**config.mk**
```make
export PLATFORM = sky130hd
export DESIGN_NAME = serial_rx_deframer
export DESIGN_NICKNAME = d
export VERILOG_FILES = /design/src/rtl/serial_rx_deframer.sv
export SDC_FILE = /design/constraint.sdc
export NUM_CORES = 1
export LEC_CHECK = 0
export BUFFER_PORTS_ARGS = -buffer_cell sky130_fd_sc_hd__buf_2
export CAP_MARGIN = 0
export CORE_MARGIN = 2
export CORE_UTILIZATION = 51
export CTS_CLUSTER_DIAMETER = 200
export CTS_CLUSTER_SIZE = 16
export DETAILED_ROUTE_END_ITERATION = 16
export PLACE_DENSITY_LB_ADDON = 0.3
export SLEW_MARGIN = 20
export SYNTH_ARGS = -nofsm -noshare
export SYNTH_HDL_FRONTEND = slang
export SYNTH_SLANG_ARGS = --single-unit
```
**constraint.sdc**
```tcl
create_clock -name CLOCK_50 -period 1.55 [get_ports CLOCK_50]
set_input_delay 0 -clock CLOCK_50 [delete_from_list [all_inputs] [get_ports CLOCK_50]]
set_output_delay 0 -clock CLOCK_50 [all_outputs]
set_load 0.02 [all_outputs]
```
**src/rtl/serial_rx_deframer.sv**
```systemverilog
// Receive-side deframer: oversamples SerialIn, recovers start/8 data/parity/stop frames,
// and reports each frame as a good byte, a parity error or a framing error.
module serial_rx_deframer #(
    parameter int BIT_CYCLES = 16,
    parameter bit PARITY_ODD = 1'b0
) (
    input  logic       CLOCK_50,
    input  logic       resetN,
    input  logic       SerialIn,
    output logic [7:0] Dout,
    output logic       valid,
    output logic       parity_err,
    output logic       frame_err,
    output logic       busy,
    output logic [2:0] state_dbg
);

    localparam int CW = $clog2(BIT_CYCLES);
    localparam logic [CW-1:0] CNT_LAST = CW'(BIT_CYCLES - 1);
    localparam logic [CW-1:0] CNT_HALF = CW'(BIT_CYCLES / 2 - 1);

    typedef enum logic [2:0] {
        IDLE    = 3'd0,
        START   = 3'd1,
        DATA    = 3'd2,
        PARITY  = 3'd3,
        STOP    = 3'd4,
        WAIT_HI = 3'd5
    } state_t;

    state_t          state_q, state_d;
    logic            sync1_q, s_in_q;
    logic [CW-1:0]   cnt_q, cnt_d;
    logic [2:0]      idx_q, idx_d;
    logic [7:0]      shift_q, shift_d;
    logic            pok_q, pok_d;
    logic [7:0]      dout_q, dout_d;
    logic            valid_q, valid_d;
    logic            parity_err_q, parity_err_d;
    logic            frame_err_q, frame_err_d;
    logic            busy_q, busy_d;

    always_comb begin
        state_d      = state_q;
        cnt_d        = cnt_q;
        idx_d        = idx_q;
        shift_d      = shift_q;
        pok_d        = pok_q;
        dout_d       = dout_q;
        valid_d      = 1'b0;
        parity_err_d = 1'b0;
        frame_err_d  = 1'b0;

        case (state_q)
            IDLE: begin
                if (!s_in_q) begin
                    state_d = START;
                    cnt_d   = '0;
                end
            end
            START: begin
                // Half-bit check rejects glitches and aligns later samples to mid-bit.
                if (cnt_q == CNT_HALF) begin
                    cnt_d = '0;
                    if (s_in_q) begin
                        state_d = IDLE;
                    end else begin
                        state_d = DATA;
                        idx_d   = '0;
                    end
                end else begin
                    cnt_d = cnt_q + 1'b1;
                end
            end
            DATA: begin
                if (cnt_q == CNT_LAST) begin
                    cnt_d   = '0;
                    shift_d = {s_in_q, shift_q[7:1]};
                    if (idx_q == 3'd7) begin
                        state_d = PARITY;
                    end else begin
                        idx_d = idx_q + 3'd1;
                    end
                end else begin
                    cnt_d = cnt_q + 1'b1;
                end
            end
            PARITY: begin
                if (cnt_q == CNT_LAST) begin
                    cnt_d   = '0;
                    pok_d   = ((^shift_q) ^ s_in_q) == PARITY_ODD;
                    state_d = STOP;
                end else begin
                    cnt_d = cnt_q + 1'b1;
                end
            end
            STOP: begin
                if (cnt_q == CNT_LAST) begin
                    cnt_d = '0;
                    if (s_in_q) begin
                        state_d = IDLE;
                        if (pok_q) begin
                            dout_d  = shift_q;
                            valid_d = 1'b1;
                        end else begin
                            parity_err_d = 1'b1;
                        end
                    end else begin
                        // A low stop bit may be a line break; wait for idle before rearming.
                        frame_err_d = 1'b1;
                        state_d     = WAIT_HI;
                    end
                end else begin
                    cnt_d = cnt_q + 1'b1;
                end
            end
            WAIT_HI: begin
                if (s_in_q) begin
                    state_d = IDLE;
                end
            end
            default: begin
                state_d = IDLE;
                cnt_d   = '0;
            end
        endcase

        busy_d = (state_d != IDLE);
    end

    always_ff @(posedge CLOCK_50 or negedge resetN) begin
        if (!resetN) begin
            sync1_q      <= 1'b1;
            s_in_q       <= 1'b1;
            state_q      <= IDLE;
            cnt_q        <= '0;
            idx_q        <= '0;
            shift_q      <= '0;
            pok_q        <= 1'b0;
            dout_q       <= '0;
            valid_q      <= 1'b0;
            parity_err_q <= 1'b0;
            frame_err_q  <= 1'b0;
            busy_q       <= 1'b0;
        end else begin
            sync1_q      <= SerialIn;
            s_in_q       <= sync1_q;
            state_q      <= state_d;
            cnt_q        <= cnt_d;
            idx_q        <= idx_d;
            shift_q      <= shift_d;
            pok_q        <= pok_d;
            dout_q       <= dout_d;
            valid_q      <= valid_d;
            parity_err_q <= parity_err_d;
            frame_err_q  <= frame_err_d;
            busy_q       <= busy_d;
        end
    end

    assign Dout       = dout_q;
    assign valid      = valid_q;
    assign parity_err = parity_err_q;
    assign frame_err  = frame_err_q;
    assign busy       = busy_q;
    assign state_dbg  = state_q;

endmodule

```
# Word level (Yosys, flattened, before mapping)
# Index checks and enable logic that the tools add are counted.
dict set report word_totals {
  out_inout_bits 15
  reg_bits 33
  in_bits 3
}
dict set report op_classes {
  n_mux 30
  reduce_logical 10
  n_addsub 2
  n_bitwise 3
  n_eq_ne 13
}
# cell n
set op_table {}
lappend op_table {{3-bit 2-to-1 mux} 12}
lappend op_table {{3-bit one-hot mux with 6 select lines} 1}
lappend op_table {{4-bit one-hot mux with 4 select lines} 1}
lappend op_table {{4-bit 2-to-1 mux} 3}
lappend op_table {{1-bit 2-to-1 mux} 11}
lappend op_table {{2-bit inequality test, second input constant} 5}
lappend op_table {{3-bit == test, second input constant} 3}
lappend op_table {{8-bit parity} 1}
lappend op_table {{3-bit by 2-bit == test with 1-bit output, second input constant} 2}
lappend op_table {{3-bit one-hot mux with 2 select lines} 1}
lappend op_table {{2-bit AND reduction} 3}
lappend op_table {{5-bit AND reduction} 1}
lappend op_table {{4-bit by 1-bit adder with 4-bit output, second input constant} 1}
lappend op_table {{4-bit by 3-bit == test with 1-bit output, second input constant} 1}
lappend op_table {{4-bit == test, second input constant} 1}
lappend op_table {{4-bit AND reduction} 1}
lappend op_table {{3-bit by 1-bit adder with 3-bit output, second input constant} 1}
lappend op_table {{3-bit by 1-bit == test with 1-bit output, second input constant} 1}
lappend op_table {{3-bit logical NOT} 1}
lappend op_table {{3-bit nonzero test} 1}
lappend op_table {{3-bit OR reduction} 1}
lappend op_table {{2-bit 2-to-1 mux} 1}
lappend op_table {{1-bit inverter} 2}
lappend op_table {{2-bit nonzero test} 1}
lappend op_table {{1-bit bitwise XOR} 1}

# Logic depth before layout (Yosys ltp)
# Gate-level depths: netlist of run 1.
dict set report logic_depth {
  word_depth 5
  ltp_mapped 6
  ltp_nobuf 6
}

# Worst setup path after synthesis of run 1
# Ideal clock, no wire load.
dict set report synth_timing {
  path_type {register to register}
  start {register cnt_q[0]}
  end {register dout_q[0], in the netlist Dout[0]}
  path_slack_ns -0.173
  arrival_ns 1.598
  stages_incl_launch_ff 7
  cell_sequence {dfrtp_1 > ha_1 > and3_1 > buf_4 > and3_4 > nand4b_4 > mux2_2}
}
dict set report synth_between {
  elab_chain_len 2
}
# item line
set synth_rtl {}
lappend synth_rtl {{from (decl)} 33} ;# logic [CW-1:0] cnt_q, cnt_d;
lappend synth_rtl {{from (signal assigned)} 149} ;# cnt_q <= cnt_d;
lappend synth_rtl {{4-bit == test} 98} ;# if (cnt_q == CNT_LAST) begin
lappend synth_rtl {{4-bit AND reduction (no line)} n/a}
lappend synth_rtl {{to (signal assigned)} 153} ;# dout_q <= dout_d;
lappend synth_rtl {{to (decl)} 37} ;# logic [7:0] dout_q, dout_d;
# Every way passes these cells.
# A chain may end at the register's enable or synchronous reset.

# Worst setup path after layout of run 1
dict set report layout_timing {
  start {register cnt_q[0]}
  end {register dout_q[5], in the netlist Dout[5]}
}
# Same word-level chain as after synthesis.

==> impl_metrics.py, run 1 <==
metrics = {
    "logic_synthesis": {
        "async_flop_share_pct": 100.0,
        "synth_top_area_cell": "dfrtp_1",
        "syn_area_per_cell_sq_um": 12.09,
        "synthSimpleGateAreaFrac_pct": 13.67,
        "netlist_instances": 131,
        "synth_compound_area_share_pct": 6.951,
        "netlist_area_sq_um": 1584,
        "seq_area_frac_synth_pct": 52.29,
        "yosysUniqueCellTypes": 33,
        "ys_ff_latch": 33,
        "synth_top_family_by_area": "multiplexers",
        "yosysMostFrequentCell": "dfrtp_1",
        "synth-xor-area-share_pct": 6.398,
        "synth_fa_ha_area_share_pct": 2.370,
        "synth_area_leaders": "dfrtp_1, mux2_2, dfstp_2, xnor2_1, ha_1",
        "ys.flop_type": "dfrtp_1",
        "synth_mux_area_share_pct": 15.09,
        "synth-edff-count": 0,
        "ys.warnings.count": 0,
        "synthTopCellsByCount": "dfrtp_1, mux2_2, nand2_1",
        "synth_top_area_share_pct": 48.97,
        "syn-num-nets": 137,
    },
    "timing": {
        "report.final.slew_viol_count": 0,
        "worst_pin_slew_ns": 0.7191,
        "relSlewSlack_pct": 52.06,
        "timing.hold.ws_ns": 0.2343,
        "setup_ws_ns": -0.06321,
        "rsz0062_at_grt": "yes",
        "finClkSkew_ns": 0.01205,
        "fin_setup_tns_ns": -0.5058,
        "period_needed_ns": 1.613,
        "setup_viol": 11,
        "fin_crit_sh_pct": 104.1,
        "fmax_mhz": 619.9,
        "hold_violations": 0,
    },
    "cts": {
        "cts_buffers": 5,
        "clockBufferDepth": 2,
        "htree_num_levels": 2,
        "tritoncts": "yes",
        "insertion_delay_ns": 0.34,
        "clkSlewWorstSetupHoldPaths_ns": 0.11,
        "cts-root-buf": "clkbuf_4",
        "cts.sinks": 33,
    },
    "placement": {
        "dp_hpwl_microns": 2205,
        "post-place-cells": 190,
        "place.gp.congestion": 0.8906,
        "numPortBuffers": 17,
    },
    "setup_path": {
        "path_delay_family": "simple AND/OR/NAND/NOR gates",
        "cp-startpoint": "cnt_q[0]",
        "r2r-end": "Dout[5]",
        "ff2ff_setup_slack_ns": -0.06,
        "crit_cells": 5,
        "cp.arrival_ns": 1.85,
        "critPathBufInv": 0,
        "path_cells": "ha_2, and3_4, and3_4, nand4b_2, mux2_2",
        "cpPeakStageDelay_ns": 0.37,
        "slowest_stage": "dfrtp_1",
        "worst-path-max-fanout": 6,
        "critPathCapture": "Dout[5]",
        "path_common_cell": "and3_4",
        "cp.required_ns": 1.79,
        "path_class": "reg2reg",
        "cp-end-kind": "flop",
        "worstReg2RegStart": "cnt_q[0]",
        "worst_r2r_path_depth": 5,
        "cp-start-kind": "flop",
    },
    "floorplan": {
        "die_h_microns": 59.73,
        "core_sq_um": 3003,
        "initial_core_util_pct": 52.75,
        "rows": 20,
        "die_w_microns": 59.73,
        "io-pin-count": 18,
        "dieArea_sq_um": 3568,
    },
    "route": {
        "top_layer": "met4",
        "via_per_inst": 5.582,
        "wl_per_cell_microns": 15.84,
        "drtPass1Iterations": 4,
        "wl_met1_microns": 1494,
        "drt_iter0_drc": 40,
        "route.detailed.drc": 0,
        "wl_met2_microns": 1660,
        "drt_wl_total_microns": 3294,
        "dr_wl_met3_microns": 114,
        "ant_nets": 0,
        "via_count": 1161,
    },
    "hold_path": {
        "timing.hold.worst.class": "in2async",
    },
    "grt": {
        "overflow": 0,
        "grt_pass1_wl_microns": 5485,
        "grt_start_max_net_pins": 34,
        "grt_usage_pct": 21.13,
        "antenna_found_initial": 0,
        "grt_pass1_vias": 1179,
    },
    "final_layout": {
        "instances_no_fill": 208,
        "antennaDiodeCount": 0,
        "fillers": 226,
        "drive_gt1_share_pct": 48.57,
        "areaGrowthSynthToFinish_pct": 28.44,
        "fin_nets": 180,
        "seq_area_sq_um": 830.8,
        "multiInputGateArea_sq_um": 798.3,
    },
    "pwr": {
        "power_density_nw_per_um2": 1312,
        "ir_worst_vdd_v": 0.0007935,
        "power.leakage_nw": 1.032,
    },
    "run_status": {
        "violations": "setup timing",
        "status": "complete, but fails checks",
    },
    "run": {
        "maxCapViolCount": 0,
    },
}
## per-layer routing
metal	GRT usage [%]	vias up
li1	-	550
met1	27.64	585
met2	34.94	22
met3	5.844	4
met4	5.079	0
met5	0	-
## stage by stage
step           area [sq um]  util (%)  power (W)  worst slack (ns)
2_1_floorplan          1617         -   0.001686           -0.1116
3_3_place_gp           1832     61.00   0.001946           -0.1021
3_5_place_dp           1832     61.00   0.001991           -0.1719
4_1_cts                1974     65.75   0.002594          -0.08347
5_1_grt                2034     67.75   0.002828           -0.1541
6_report               2034     67.75   0.002670          -0.06321
## flip-flops by register name (all words and copies together), names as in the netlist, 3 cells and up
signal and count:
shift_q 8, cnt_q 4, idx_q 3, state_dbg 3, Dout 8
## report_power, final
group          switching (W)  internal, W
registers           0.000128     0.000986
logic               0.000524     0.000506
clock network       0.000305     0.000222
total               0.000956      0.00171
## kinds of logic (layout without fill, tap and decap cells)
group,after synthesis,in the layout
buf+inv,10,53
flops,33,33
xor+xnor,10,10
mux,21,21
simple gates,36,37
compound gates,18,18
fa+ha+maj,3,3
## cell usage in the layout, fill, tap and decap left out, types with 4 or more instances in the layout
cell      netlist  routed
dfrtp_1        31      29
buf_4           2      22
buf_2           5      17
mux2_2         19      15
nand2_1         8       8
xnor2_1         6       6
nand3_1         5       5
o21ai_1         0       5
nor2_1          6       5
mux2_4          1       5
clkbuf_4        0       5
nor2b_1         4       4
## how the worst min path moves through the flow
stage,start,to,slack (ns)
floorplan,resetN,Dout[0],-0.30
global placement,resetN,idx_q[2],0.09
detailed placement,resetN,idx_q[1],0.1
CTS,resetN,Dout[1],0.27
global route,SerialIn,sync1_q,0.29
finish,resetN,idx_q[0],0.23
## cell type report
class                      count  area share (%)
timing repair buffer          42           14.27
inverter                       3          0.5535
multi-input combinational     89           39.24
sequential                    33           40.84
clock buffer                   7           2.706
clock inverter                 1          0.3690
tap                           33           2.030
## worst reg2reg max path: stages, from the launching register on
cell and delay, ns:
dfrtp_1 0.37, ha_2 0.19, and3_4 0.22, and3_4 0.23, nand4b_2 0.19, mux2_2 0.32
## what timing repair did
item | 4_1_cts | 5_1_grt
hold endpoints to repair | 32 | 0
gates resized for setup | 7 | 9
setup endpoints to repair | 15 | 26
gates cloned | 1 | 0
hold buffers | 2 | 0
pin swaps | 5 | 7
setup buffers | 3 | 4
No activity file was read; power rests on OpenSTA's default activity.
==> run 2, diff against run 1 <==
Settings changed: BUFFER_PORTS_ARGS -buffer_cell sky130_fd_sc_hd__buf_2 to not set, CORE_UTILIZATION 51 to 55, DONT_BUFFER_PORTS set to 1.
==> run 2 against run 1 <==
Net effect:
- die area down 6.8%
- global-route usage down 0.54 points
- clock power up 27%
- via count down 5.0%
- clock-buffer cell count unchanged
- combinational power up 7%
- critical path depth unchanged
- power up 8.8%
- first-iteration DRC count down 48%
- non-clock buffer count down 19
- the run still ends with setup timing left
==> impl_metrics.py, run 2 (same netlist as run 1, synthesis figures left out) <==
metrics = {
    "placement": {
        "place.gp.congestion": 0.8470,
        "dp_hpwl_microns": 1961,
        "post-place-cells": 169,
        "place_ws_ns": -0.1242,
        "numPortBuffers": 0,
    },
    "setup_path": {
        "path_common_cell": "and3_4",
        "slowest_stage": "dfrtp_1",
        "cp-start-kind": "flop",
        "cp.required_ns": 1.77,
        "worst-path-max-fanout": 6,
        "path_cells": "ha_4, and3_4, and3_4, nand4b_4, mux2_4",
        "cpPeakStageDelay_ns": 0.41,
        "ff2ff_setup_slack_ns": -0.07,
        "path_class": "reg2reg",
        "cp.arrival_ns": 1.84,
        "cp-end-kind": "flop",
        "worst_r2r_path_depth": 5,
    },
    "floorplan": {
        "die_h_microns": 57.67,
        "rows": 19,
        "die_w_microns": 57.67,
        "dieArea_sq_um": 3325,
        "initial_core_util_pct": 57.44,
        "core_sq_um": 2758,
        "io-pin-count": 18,
    },
    "grt": {
        "grt-busiest-layer": "met2",
        "grtUsageMet1_pct": 26.37,
        "grt_start_max_net_pins": 34,
        "use_met2_pct": 31.98,
        "grt_usage_pct": 20.59,
        "met3_usage_pct": 8.482,
        "grt_pass1_vias": 1168,
        "grt_pass1_wl_microns": 5147,
        "antenna_found_initial": 0,
        "overflow": 0,
    },
    "cts": {
        "cts_buffers": 5,
        "insertion_delay_ns": 0.33,
        "tritoncts": "yes",
        "htree_num_levels": 2,
        "clkSlewWorstSetupHoldPaths_ns": 0.10,
        "cts.sinks": 33,
        "clockBufferDepth": 2,
        "cts-root-buf": "clkbuf_4",
    },
    "timing": {
        "setup_viol": 12,
        "finClkSkew_ns": 0.009752,
        "timing.hold.ws_ns": 0.1062,
        "worst_pin_slew_ns": 0.3057,
        "report.final.slew_viol_count": 0,
        "hold_violations": 0,
        "rsz0062_at_grt": "yes",
        "fin_crit_sh_pct": 104.5,
        "fmax_mhz": 617.2,
        "relSlewSlack_pct": 79.54,
        "setup_ws_ns": -0.07033,
        "period_needed_ns": 1.620,
    },
    "final_layout": {
        "fin_util_pct": 72.41,
        "final_common_cell": "dfrtp_1",
        "fin_nets": 161,
        "drive_gt1_share_pct": 44.23,
        "instances_no_fill": 187,
        "fillers": 195,
        "antennaDiodeCount": 0,
        "final_cell_mix": "dfrtp_1, buf_4, mux2_2",
        "areaGrowthSynthToFinish_pct": 26.07,
    },
    "route": {
        "drt_wl_total_microns": 3046,
        "wl_per_cell_microns": 16.29,
        "ant_nets": 0,
        "route.detailed.drc": 0,
        "drt_iter0_drc": 21,
        "drtPass1Iterations": 4,
        "via_per_inst": 5.898,
        "via_count": 1103,
    },
    "run_status": {
        "violations": "setup timing",
        "status": "complete, but fails checks",
    },
    "pwr": {
        "ir_worst_vdd_v": 0.001215,
        "power.leakage_nw": 0.9641,
        "p_total_w": 0.002904,
        "power_density_nw_per_um2": 1454,
    },
    "hold_path": {
        "timing.hold.worst.class": "in2async",
    },
    "run": {
        "maxCapViolCount": 0,
    },
}
[run 2: cell types whose count changed in the layout (fill, tap and decap cells not counted), moves of 2 or more]
cell / previous run / this run
o21ai_1: 5 / 2
buf_2: 17 / 0
buf_12: 1 / 3
buf_4: 22 / 17
o21ai_2: 0 / 2
[run 2: what timing repair did]
action                     4_1_cts  5_1_grt
hold buffers                     3        0
hold endpoints to repair        34        0
setup endpoints to repair       16       24
gates resized for setup          8       12
buffers inserted                 3        3
cloned                           1        0
pin swaps                        8        6
[run 2: layer usage]
metal | part of all wire (%) | vias to the layer above
met2 | 50 | 31
met1 | 43 | 550
met4 | 1.3 | 0
li1 | - | 516
met5 | 0 | -
met3 | 5.7 | 6
[run 2: final timing paths]
path | start | to
setup / recovery | cnt_q[0] | Dout[1]
hold / removal | resetN | idx_q[2]
setup reg to reg | cnt_q[0] | Dout[1]
hold reg to reg | sync1_q | s_in_q
max in group asynchronous | resetN | sync1_q
min in group CLOCK_50 | SerialIn | sync1_q
[run 2: cell type report]
class                           count  area, sq um  share of cell area [%]
Timing Repair Buffer               23        219.0                   10.96
Tap cell                           31        38.79                   1.942
Multi-Input combinational cell     89        810.8                   40.60
Clock buffer                        7        55.05                   2.757
Clock inverter                      1        30.03                   1.504
Sequential cell                    33        832.0                   41.67
Inverter                            3        11.26                  0.5639
[run 2: power by group]
group / internal, W / switching, W / total [W]
Clock: 0.000385 / 0.000282 / 0.000667
Sequential: 0.000988 / 0.000153 / 0.00114
Combinational: 0.000571 / 0.000526 / 0.00110
Total: 0.00194 / 0.000960 / 0.00290
[run 2: worst max-delay path: cells and delay by family (launching register included)]
| family | cells | cell delay [ns] |
|---|---|---|
| and+or+nand+nor | 3 | 0.60 |
| DFF | 1 | 0.41 |
| muxes | 1 | 0.33 |
| adders and majority gates | 1 | 0.16 |
[run 2: metrics by stage]
stage,setup TNS [ns],cell area (sq um)
floorplan,-1.340,1617
global placement,-0.5063,1742
detailed placement,-1.123,1742
CTS,-0.6451,1933
global route,-1.471,1997
finish,-0.3621,1997
